==> src/rtl/difftest_commit_stage.sv <==
// difftest_commit_stage
//   Commit tap for simulation and difftest. Retire channels from cpu_top are
//   delayed DELAY register stages before they feed the DifftestInstrCommit
//   instances. The block also keeps cycle and instruction counters, detects
//   the trap instruction and a no-commit watchdog timeout, and drives the
//   DifftestTrapEvent fields.
// Ports
//   clock, reset_n                       clock, async active-low reset
//   commit_{valid,pc,instr,wen,waddr,wdata}_i
//                                        per-channel retire info; channel 0 is oldest
//   trap_reg_i                           $a0, sampled when the trap is detected
//   dly_{valid,pc,instr,wen,waddr,wdata}_o
//                                        commit info after DELAY cycles
//   cycle_cnt_o, instr_cnt_o             64-bit cycle / retired-instruction counters
//   trap_valid_o, trap_code_o, trap_pc_o trap / timeout report
module difftest_commit_stage #(
    parameter int          COMMIT_WIDTH = 2,
    parameter int          DELAY        = 1,
    parameter logic [31:0] TRAP_INSTR   = 32'h8000_0000,
    parameter int          TIMEOUT_CYC  = 10000
) (
    input  logic                       clock,
    input  logic                       reset_n,
    input  logic [COMMIT_WIDTH-1:0]    commit_valid_i,
    input  logic [COMMIT_WIDTH*32-1:0] commit_pc_i,
    input  logic [COMMIT_WIDTH*32-1:0] commit_instr_i,
    input  logic [COMMIT_WIDTH-1:0]    commit_wen_i,
    input  logic [COMMIT_WIDTH*5-1:0]  commit_waddr_i,
    input  logic [COMMIT_WIDTH*32-1:0] commit_wdata_i,
    input  logic [31:0]                trap_reg_i,
    output logic [COMMIT_WIDTH-1:0]    dly_valid_o,
    output logic [COMMIT_WIDTH*32-1:0] dly_pc_o,
    output logic [COMMIT_WIDTH*32-1:0] dly_instr_o,
    output logic [COMMIT_WIDTH-1:0]    dly_wen_o,
    output logic [COMMIT_WIDTH*5-1:0]  dly_waddr_o,
    output logic [COMMIT_WIDTH*32-1:0] dly_wdata_o,
    output logic [63:0]                cycle_cnt_o,
    output logic [63:0]                instr_cnt_o,
    output logic                       trap_valid_o,
    output logic [2:0]                 trap_code_o,
    output logic [31:0]                trap_pc_o
);
    localparam int CW = COMMIT_WIDTH;

    localparam logic [1:0] ST_RUN     = 2'd0;
    localparam logic [1:0] ST_TRAPPED = 2'd1;
    localparam logic [1:0] ST_TIMEOUT = 2'd2;

    // Idle count at which a further empty cycle means timeout.
    localparam logic [31:0] IDLE_LIM = (TIMEOUT_CYC == 0) ? 32'd0 : 32'(TIMEOUT_CYC - 1);

    logic [1:0]  state_q, state_d;
    logic [63:0] cycle_cnt_q, cycle_cnt_d;
    logic [63:0] instr_cnt_q, instr_cnt_d;
    logic [31:0] idle_q, idle_d;
    logic        trap_valid_q, trap_valid_d;
    logic [2:0]  trap_code_q, trap_code_d;
    logic [31:0] trap_pc_q, trap_pc_d;

    logic [CW-1:0]    vld_pipe_q   [DELAY];
    logic [CW-1:0]    vld_pipe_d   [DELAY];
    logic [CW*32-1:0] pc_pipe_q    [DELAY];
    logic [CW*32-1:0] pc_pipe_d    [DELAY];
    logic [CW*32-1:0] instr_pipe_q [DELAY];
    logic [CW*32-1:0] instr_pipe_d [DELAY];
    logic [CW-1:0]    wen_pipe_q   [DELAY];
    logic [CW-1:0]    wen_pipe_d   [DELAY];
    logic [CW*5-1:0]  waddr_pipe_q [DELAY];
    logic [CW*5-1:0]  waddr_pipe_d [DELAY];
    logic [CW*32-1:0] wdata_pipe_q [DELAY];
    logic [CW*32-1:0] wdata_pipe_d [DELAY];

    logic          trap_hit;
    logic [31:0]   trap_lane_pc;
    logic [CW-1:0] lane_mask;
    logic [CW-1:0] ev;
    logic [63:0]   n_commit;
    logic          idle_expire;

    // First trap lane wins; every younger lane in the same cycle is dropped.
    always_comb begin
        trap_hit     = 1'b0;
        trap_lane_pc = 32'd0;
        lane_mask    = '1;
        for (int k = 0; k < CW; k++) begin
            if (trap_hit) begin
                lane_mask[k] = 1'b0;
            end else if (commit_valid_i[k] && commit_instr_i[32*k +: 32] == TRAP_INSTR) begin
                trap_hit     = 1'b1;
                trap_lane_pc = commit_pc_i[32*k +: 32];
            end
        end
    end

    always_comb begin
        ev = (state_q == ST_RUN) ? (commit_valid_i & lane_mask) : '0;
        n_commit = 64'd0;
        for (int k = 0; k < CW; k++) n_commit = n_commit + 64'(ev[k]);
        idle_expire = (TIMEOUT_CYC != 0) && (ev == '0) && (idle_q == IDLE_LIM);
    end

    always_comb begin
        state_d      = state_q;
        cycle_cnt_d  = cycle_cnt_q;
        instr_cnt_d  = instr_cnt_q;
        idle_d       = idle_q;
        trap_valid_d = trap_valid_q;
        trap_code_d  = trap_code_q;
        trap_pc_d    = trap_pc_q;
        if (state_q == ST_RUN) begin
            cycle_cnt_d = cycle_cnt_q + 64'd1;
            instr_cnt_d = instr_cnt_q + n_commit;
            idle_d      = (ev != '0) ? 32'd0 : idle_q + 32'd1;
            // A trap implies a commit, so it can never coincide with expiry.
            if (trap_hit) begin
                state_d      = ST_TRAPPED;
                trap_valid_d = 1'b1;
                trap_code_d  = (trap_reg_i == 32'd0) ? 3'd0 : 3'd1;
                trap_pc_d    = trap_lane_pc;
            end else if (idle_expire) begin
                state_d      = ST_TIMEOUT;
                trap_valid_d = 1'b1;
                trap_code_d  = 3'd4;
                trap_pc_d    = 32'd0;
            end
        end
    end

    // Pipe shifts in every state so commits already in flight still drain.
    always_comb begin
        vld_pipe_d[0]   = ev;
        pc_pipe_d[0]    = commit_pc_i;
        instr_pipe_d[0] = commit_instr_i;
        wen_pipe_d[0]   = commit_wen_i & ev;
        waddr_pipe_d[0] = commit_waddr_i;
        wdata_pipe_d[0] = commit_wdata_i;
        for (int s = 1; s < DELAY; s++) begin
            vld_pipe_d[s]   = vld_pipe_q[s-1];
            pc_pipe_d[s]    = pc_pipe_q[s-1];
            instr_pipe_d[s] = instr_pipe_q[s-1];
            wen_pipe_d[s]   = wen_pipe_q[s-1];
            waddr_pipe_d[s] = waddr_pipe_q[s-1];
            wdata_pipe_d[s] = wdata_pipe_q[s-1];
        end
    end

    always_ff @(posedge clock or negedge reset_n) begin
        if (!reset_n) begin
            state_q      <= ST_RUN;
            cycle_cnt_q  <= 64'd0;
            instr_cnt_q  <= 64'd0;
            idle_q       <= 32'd0;
            trap_valid_q <= 1'b0;
            trap_code_q  <= 3'd0;
            trap_pc_q    <= 32'd0;
            for (int s = 0; s < DELAY; s++) begin
                vld_pipe_q[s]   <= '0;
                pc_pipe_q[s]    <= '0;
                instr_pipe_q[s] <= '0;
                wen_pipe_q[s]   <= '0;
                waddr_pipe_q[s] <= '0;
                wdata_pipe_q[s] <= '0;
            end
        end else begin
            state_q      <= state_d;
            cycle_cnt_q  <= cycle_cnt_d;
            instr_cnt_q  <= instr_cnt_d;
            idle_q       <= idle_d;
            trap_valid_q <= trap_valid_d;
            trap_code_q  <= trap_code_d;
            trap_pc_q    <= trap_pc_d;
            for (int s = 0; s < DELAY; s++) begin
                vld_pipe_q[s]   <= vld_pipe_d[s];
                pc_pipe_q[s]    <= pc_pipe_d[s];
                instr_pipe_q[s] <= instr_pipe_d[s];
                wen_pipe_q[s]   <= wen_pipe_d[s];
                waddr_pipe_q[s] <= waddr_pipe_d[s];
                wdata_pipe_q[s] <= wdata_pipe_d[s];
            end
        end
    end

    assign dly_valid_o  = vld_pipe_q[DELAY-1];
    assign dly_pc_o     = pc_pipe_q[DELAY-1];
    assign dly_instr_o  = instr_pipe_q[DELAY-1];
    assign dly_wen_o    = wen_pipe_q[DELAY-1];
    assign dly_waddr_o  = waddr_pipe_q[DELAY-1];
    assign dly_wdata_o  = wdata_pipe_q[DELAY-1];
    assign cycle_cnt_o  = cycle_cnt_q;
    assign instr_cnt_o  = instr_cnt_q;
    assign trap_valid_o = trap_valid_q;
    assign trap_code_o  = trap_code_q;
    assign trap_pc_o    = trap_pc_q;

endmodule

==> config.mk <==
export PLATFORM = sky130hd
export DESIGN_NAME = difftest_commit_stage
export DESIGN_NICKNAME = d
export VERILOG_FILES = /design/src/rtl/difftest_commit_stage.sv
export SDC_FILE = /design/constraint.sdc
export NUM_CORES = 1
export LEC_CHECK = 0
export CORE_MARGIN = 10
export CORE_UTILIZATION = 30
export CTS_CLUSTER_DIAMETER = 80
export DETAILED_ROUTE_END_ITERATION = 10
export PLACE_DENSITY = 0.66
export SLEW_MARGIN = 20
export SYNTH_ARGS = -nofsm -noshare
export SYNTH_HDL_FRONTEND = slang
export SYNTH_SLANG_ARGS = --single-unit
==> constraint.sdc <==
create_clock -name clock -period 7.4 [get_ports clock]
set_input_delay 0.74 -clock clock [delete_from_list [all_inputs] [get_ports clock]]
set_output_delay 0.74 -clock clock [all_outputs]
set_load 0.05 [all_outputs]
Word level (Yosys, flattened, before mapping)
Cells that the tools add are included.
{"block": "totals", "word_cells": 49, "in_bits": 240, "ff_bits": 404}
{"block": "classes", "addsub": 4, "reduce_logical": 9, "n_mux": 18, "bitwise": 2, "n_eq_ne": 3}
{"cell": "$mux W32", "n": 6}
{"cell": "$add A64 B1 Y64 const B", "n": 1}
{"cell": "$add A64 B2 Y64", "n": 1}
{"cell": "$eq A32 B32 Y1 const B", "n": 2}
{"cell": "$add A32 B1 Y32 const B", "n": 1}
{"cell": "$eq A32 B14 Y1 const B", "n": 1}
{"cell": "$logic_not A32 Y1", "n": 1}
{"cell": "$mux W1", "n": 7}
{"cell": "$mux W2", "n": 3}
{"cell": "$mux W3", "n": 2}
{"cell": "$and A2 B2 Y2", "n": 2}
{"cell": "$logic_not A2 Y1", "n": 2}
{"cell": "$reduce_bool A2 Y1", "n": 2}
{"cell": "$logic_and A1 B1 Y1", "n": 3}
{"cell": "$add A1 B1 Y2", "n": 1}
{"cell": "$reduce_and A2 Y1", "n": 1}

Depth between registers and ports, before layout
{"block": "logic_depth", "word_depth": 10, "ltp_mapped": 15, "ltp_nobuf": 13}

Worst setup path after synthesis
OpenSTA, ideal clock, no wires.
{"block": "synth_timing", "path_kind": "input -> register", "start": "input commit_instr_i[31]", "end": "register instr_cnt_q[54] (netlist: instr_cnt_o[54])", "path_buffers": 2, "cell_stages": 15, "arrival_time_ns": 3.625, "required_time_ns": 7.318, "path_slack_ns": 3.693, "cell_sequence": "nor4bb_1 > nand4_1 > nor4_2 > or3_1 > fa_1 > inv_1 > ha_1 > nor4bb_1 > and4b_1 > clkbuf_1 > and4_1 > buf_2 > nand4_1 > nor2_1 > xor2_1"}
{"block": "synth_via", "elab_chain_cells": 8}
{"element": "start, declared", "line_no": "26", "text": "input logic [COMMIT_WIDTH*32-1:0] commit_instr_i,"}
{"element": "$eq A32 B32 Y1", "line_no": "88", "text": "end else if (commit_valid_i[k] && commit_instr_i[32*k +: 32] == TRAP_INSTR) begin"}
{"element": "$logic_and A1 B1 Y1", "line_no": "88"}
{"element": "$mux W1", "line_no": "88"}
{"element": "$mux W1", "line_no": "86", "text": "if (trap_hit) begin"}
{"element": "$and A2 B2 Y2", "line_no": "96", "text": "ev = (state_q == ST_RUN) ? (commit_valid_i & lane_mask) : '0;"}
{"element": "$mux W2", "line_no": "96"}
{"element": "$add A1 B1 Y2", "line_no": "98", "text": "for (int k = 0; k < CW; k++) n_commit = n_commit + 64'(ev[k]);"}
{"element": "$add A64 B2 Y64", "line_no": "112", "text": "instr_cnt_d = instr_cnt_q + n_commit;"}
{"element": "end signal, assigned", "line_no": "167", "text": "instr_cnt_q <= instr_cnt_d;"}
{"element": "end, declared", "line_no": "54", "text": "logic [63:0] instr_cnt_q, instr_cnt_d;"}
No other way between the ends.
A chain may end at the register's enable or synchronous reset.

Final worst setup path
{"block": "layout_timing", "start": "input commit_valid_i[0]", "end": "register instr_cnt_q[56] (netlist: instr_cnt_o[56])"}
{"block": "layout_via", "elab_chain_cells": 7}
{"element": "start, declared", "line_no": "24", "text": "input logic [COMMIT_WIDTH-1:0] commit_valid_i,"}
{"element": "$logic_and A1 B1 Y1", "line_no": "88"}
{"element": "$mux W1", "line_no": "88"}
{"element": "$mux W1", "line_no": "86"}
{"element": "$and A2 B2 Y2 (*)", "line_no": "96"}
{"element": "$mux W2 (*)", "line_no": "96"}
{"element": "$add A1 B1 Y2 (*)", "line_no": "98"}
{"element": "$add A64 B2 Y64 (*)", "line_no": "112"}
Mark *: on every way between the ends. The rest lies on a longest branch, timed or not.

==> results.sh <==
export IMPL_status="finished clean"
export IMPL_htreeDepth=2
export IMPL_synth_warnings=0
export IMPL_routed_via_density=4.46
export IMPL_coreArea_mm2=0.0487
export IMPL_cts_buffers=46
export IMPL_setup_tns_ps=0
export IMPL_fp_dieH_um=242
export IMPL_vdd_drop_max_mv=0.176
export IMPL_maxSlewHeadroom_pct=39.3
export IMPL_initial_core_util_pct=30.2
export IMPL_routed_wl_um=51700
export IMPL_cp_data_required_time_ps=7890
export IMPL_synthFlopType="dfrtp_1"
export IMPL_cts_sinks=402
export IMPL_fin_area_mm2=0.0232
export IMPL_gp_congestion=0.873
export IMPL_async_reset_ff_share_pct=100
export IMPL_port_buffer_count=608
export IMPL_power_leakage_nw=9.90
export IMPL_syn_avg_cell_area_um2=13.5
export IMPL_place_ws_ps=2460
export IMPL_powerDensity_mw_per_mm2=236
export IMPL_synth_top_family_by_area="simple AND/OR/NAND/NOR gates"
export IMPL_drtIter0Drc=458
export IMPL_synth_area_mm2=0.0147
export IMPL_synth_compound_area_share_pct=2.20
export IMPL_pin_count=610
export IMPL_endpoint_kind="flop"
export IMPL_cp_max_fo=8
export IMPL_track_usage_pct=17.2
export IMPL_synth_cell_types=48
export IMPL_wl_per_cell_um=21.2
export IMPL_cap_violations=0
export IMPL_grt_pass1_vias=11775
export IMPL_hold_viol=0
export IMPL_fin_crit_ps=4280
export IMPL_synth_mux_area_fraction_pct=3.21
export IMPL_postCtsSetupBuffers=0
export IMPL_worstHoldPathType="in -> async"
export IMPL_cts_hold_buf=0
export IMPL_setup_worst_path_start_class="input port"
export IMPL_grt_max_degree=159
export IMPL_root_buffer="clkbuf_16"
export IMPL_synth_xor_area_share_pct=9.22
export IMPL_p_int_mw=4.02
export IMPL_num_rows=81
export IMPL_max_freq_ghz=0.233
export IMPL_hpwl_um=40300
export IMPL_synthAdderAreaFrac_pct=0.391
export IMPL_swShare_pct=26.4
export IMPL_seqPwrFrac_pct=42.6
export IMPL_dieArea_mm2=0.0584
export IMPL_ant_nets=0
export IMPL_cts_path_max_buffers=3
export IMPL_ctsResizeCount=0
export IMPL_nets=1975
export IMPL_finalCritPeriodShare_pct=57.9
export IMPL_synth_seq_cells=402
export IMPL_clk_pin_slew_ps=60
export IMPL_report_final_slew_viol_count=0
export IMPL_yosysSeqAreaShare_pct=68.3
export IMPL_clock_latency_ps=580
export IMPL_setup_violations=0
export IMPL_drc=0
export IMPL_critPathArrivalTime_ps=4770
export IMPL_grt_antenna_before_repair=1
export IMPL_area_growth_pct=57.3
export IMPL_gr_total_overflow=0
export IMPL_placed_cell_area_mm2=0.0216
export IMPL_cts_tree="yes"
export IMPL_via_count=10855
export IMPL_grt_pass1_wl_um=77700
export IMPL_power_frac_clock_pct=43.9
export IMPL_die_x_um=242
export IMPL_p_sw_mw=1.44
export IMPL_worst_pin_slew_ps=910
export IMPL_syn_inst=1094
export IMPL_finalWorstSetupSlack_ps=3120
export IMPL_synth_edf_count=0
export IMPL_drt_pass1_iterations=5
export IMPL_combPwrFrac_pct=13.5
export IMPL_reg2reg_slack_ps=3340
export IMPL_whs_ps=215
export IMPL_critical_path_class="in -> reg"
export IMPL_rsz0062_at_grt="no"
export IMPL_syn_num_nets=1338
export IMPL_synthSimpleGateAreaFrac_pct=14.7
export IMPL_finClkSkew_ps=24.5
export IMPL_drive_gt1_share_pct=7.47
==> power groups by stage <==
stage / Sequential [mW] / Clock, mW / Combinational [mW]
floorplan: 2.64 / 0 / 0.0565
global placement: 2.36 / 0 / 0.744
detailed placement: 2.36 / 0 / 0.748
CTS: 2.32 / 2.47 / 0.751
global route: 2.33 / 2.56 / 0.773
finish: 2.32 / 2.40 / 0.739
==> cells in the final DEF, fill, tap and decap left out, types with 2 or more instances in the layout <==
cell type          n
or3_1              4
inv_1             30
bufinv_16          6
nand3_1           58
nor4_1            30
clkbuf_1           9
xor2_1            67
and4_1            17
inv_6              2
nand4_1           37
nor4_4             4
nor4bb_1           3
or2_2              2
or2_1              7
nand4_2            2
mux2_2             2
nor4_2             2
ha_1               3
buf_4              6
nor2b_1            2
clkdlybuf4s50_1  607
clkbuf_8          11
buf_12             2
and2_1             9
clkinv_2           8
nor2_1            97
a22o_1            32
nand2b_1           3
nand2_1           71
clkbuf_16         46
nor3b_1            2
mux2_4            30
xnor2_1           88
o21ai_0            2
nor3_1            26
dfrtp_1          402
and3_1            19
==> worst paths after layout <==
path,startpoint,end,depth (start not counted)
min in group clock,trap_valid_o$_DFFE_PN0P_,trap_valid_o$_DFFE_PN0P_,1
hold / removal,reset_n,dly_waddr_o[7]$_DFF_PN0_,1
max in group asynchronous,reset_n,dly_pc_o[17]$_DFF_PN0_,2
setup reg to reg,trap_code_o[2]$_DFFE_PN0P_,instr_cnt_o[56]$_DFFE_PN0N_,11
setup / recovery,commit_valid_i[0],instr_cnt_o[56]$_DFFE_PN0N_,14
hold reg to reg,trap_valid_o$_DFFE_PN0P_,trap_valid_o$_DFFE_PN0P_,1
==> metrics by stage <==
| step | util, % | power, mW | std cells |
|---|---|---|---|
| after global placement | 44.2 | 3.10 | 2347 |
| after detailed placement | 44.2 | 3.11 | 2347 |
| after CTS | 47.5 | 5.54 | 2431 |
| after floorplan | - | 2.70 | 1094 |
| final | 47.6 | 5.46 | 2432 |
| after global routing | 47.5 | 5.67 | 2431 |
==> registers in the layout (all words and copies together) (netlist names) <==
signal / flops
cycle_cnt_o: 64
dly_instr_o: 64
dly_pc_o: 64
dly_valid_o: 2
dly_waddr_o: 10
dly_wdata_o: 64
dly_wen_o: 2
idle_q: 32
instr_cnt_o: 64
state_q: 1
trap_code_o: 2
trap_pc_o: 32
trap_valid_o: 1
==> Yosys cell counts, drive strengths merged, types with 2 or more instances <==
| master | number | area [um^2] |
|---|---|---|
| nor2 | 97 | 364 |
| ha | 3 | 37.5 |
| dfrtp | 402 | 10100 |
| or2 | 9 | 56.3 |
| mux2 | 32 | 473 |
| or3 | 4 | 25.0 |
| and2 | 9 | 56.3 |
| and3 | 20 | 126 |
| nor3b | 2 | 15.0 |
| inv | 30 | 113 |
| nor4bb | 3 | 30.0 |
| xnor2 | 88 | 771 |
| buf | 17 | 134 |
| nand2 | 72 | 273 |
| nand2b | 3 | 18.8 |
| a22o | 32 | 280 |
| nor2b | 3 | 21.3 |
| nor3 | 27 | 140 |
| nor4 | 36 | 298 |
| o21ai | 3 | 18.8 |
| xor2 | 67 | 587 |
| and4 | 17 | 149 |
| clkbuf | 10 | 37.5 |
| nand3 | 58 | 290 |
| nand4 | 39 | 256 |
==> layer usage <==
layer | global-route usage [%] | wire (um) | vias to the layer above
li1 | - | - | 5009
met1 | 20.6 | 20800 | 5438
met2 | 29.8 | 26400 | 347
met3 | 5.30 | 3520 | 59
met4 | 4.00 | 935 | 2
met5 | 0 | 20 | -
==> final cells by class <==
class,count,area (um^2)
Antenna cell,1,2.50
Inverter,30,113
Multi-Input combinational cell,635,4390
Sequential cell,402,10100
Timing Repair Buffer,616,6180
Tap cell,664,831
Clock buffer,66,1340
Fill cell,4324,25600
Clock inverter,18,274
==> kinds of logic (layout without fill, tap and decap cells) <==
family | after synthesis | in the layout
XOR/XNOR | 155 | 155
AND/OR/NAND/NOR | 405 | 405
other | 1 | 2
multiplexers | 32 | 32
flip-flops | 402 | 402
AO/OA/AOI/OAI | 38 | 38
buffers and inverters | 57 | 730
adder cells (fa/ha/maj) | 4 | 4
==> critical path: stages <==
cell,delay [ps]
clkdlybuf4s50_1,530
nor4bb_1,200
nand4_1,210
nor4_2,140
or3_1,360
fa_1,490
inv_1,100
ha_1,170
nor4bb_1,340
and4b_1,430
and4_1,380
nand4_1,280
nor2_1,210
xor2_1,170
Note: power is estimated with default switching activity, not from simulation.
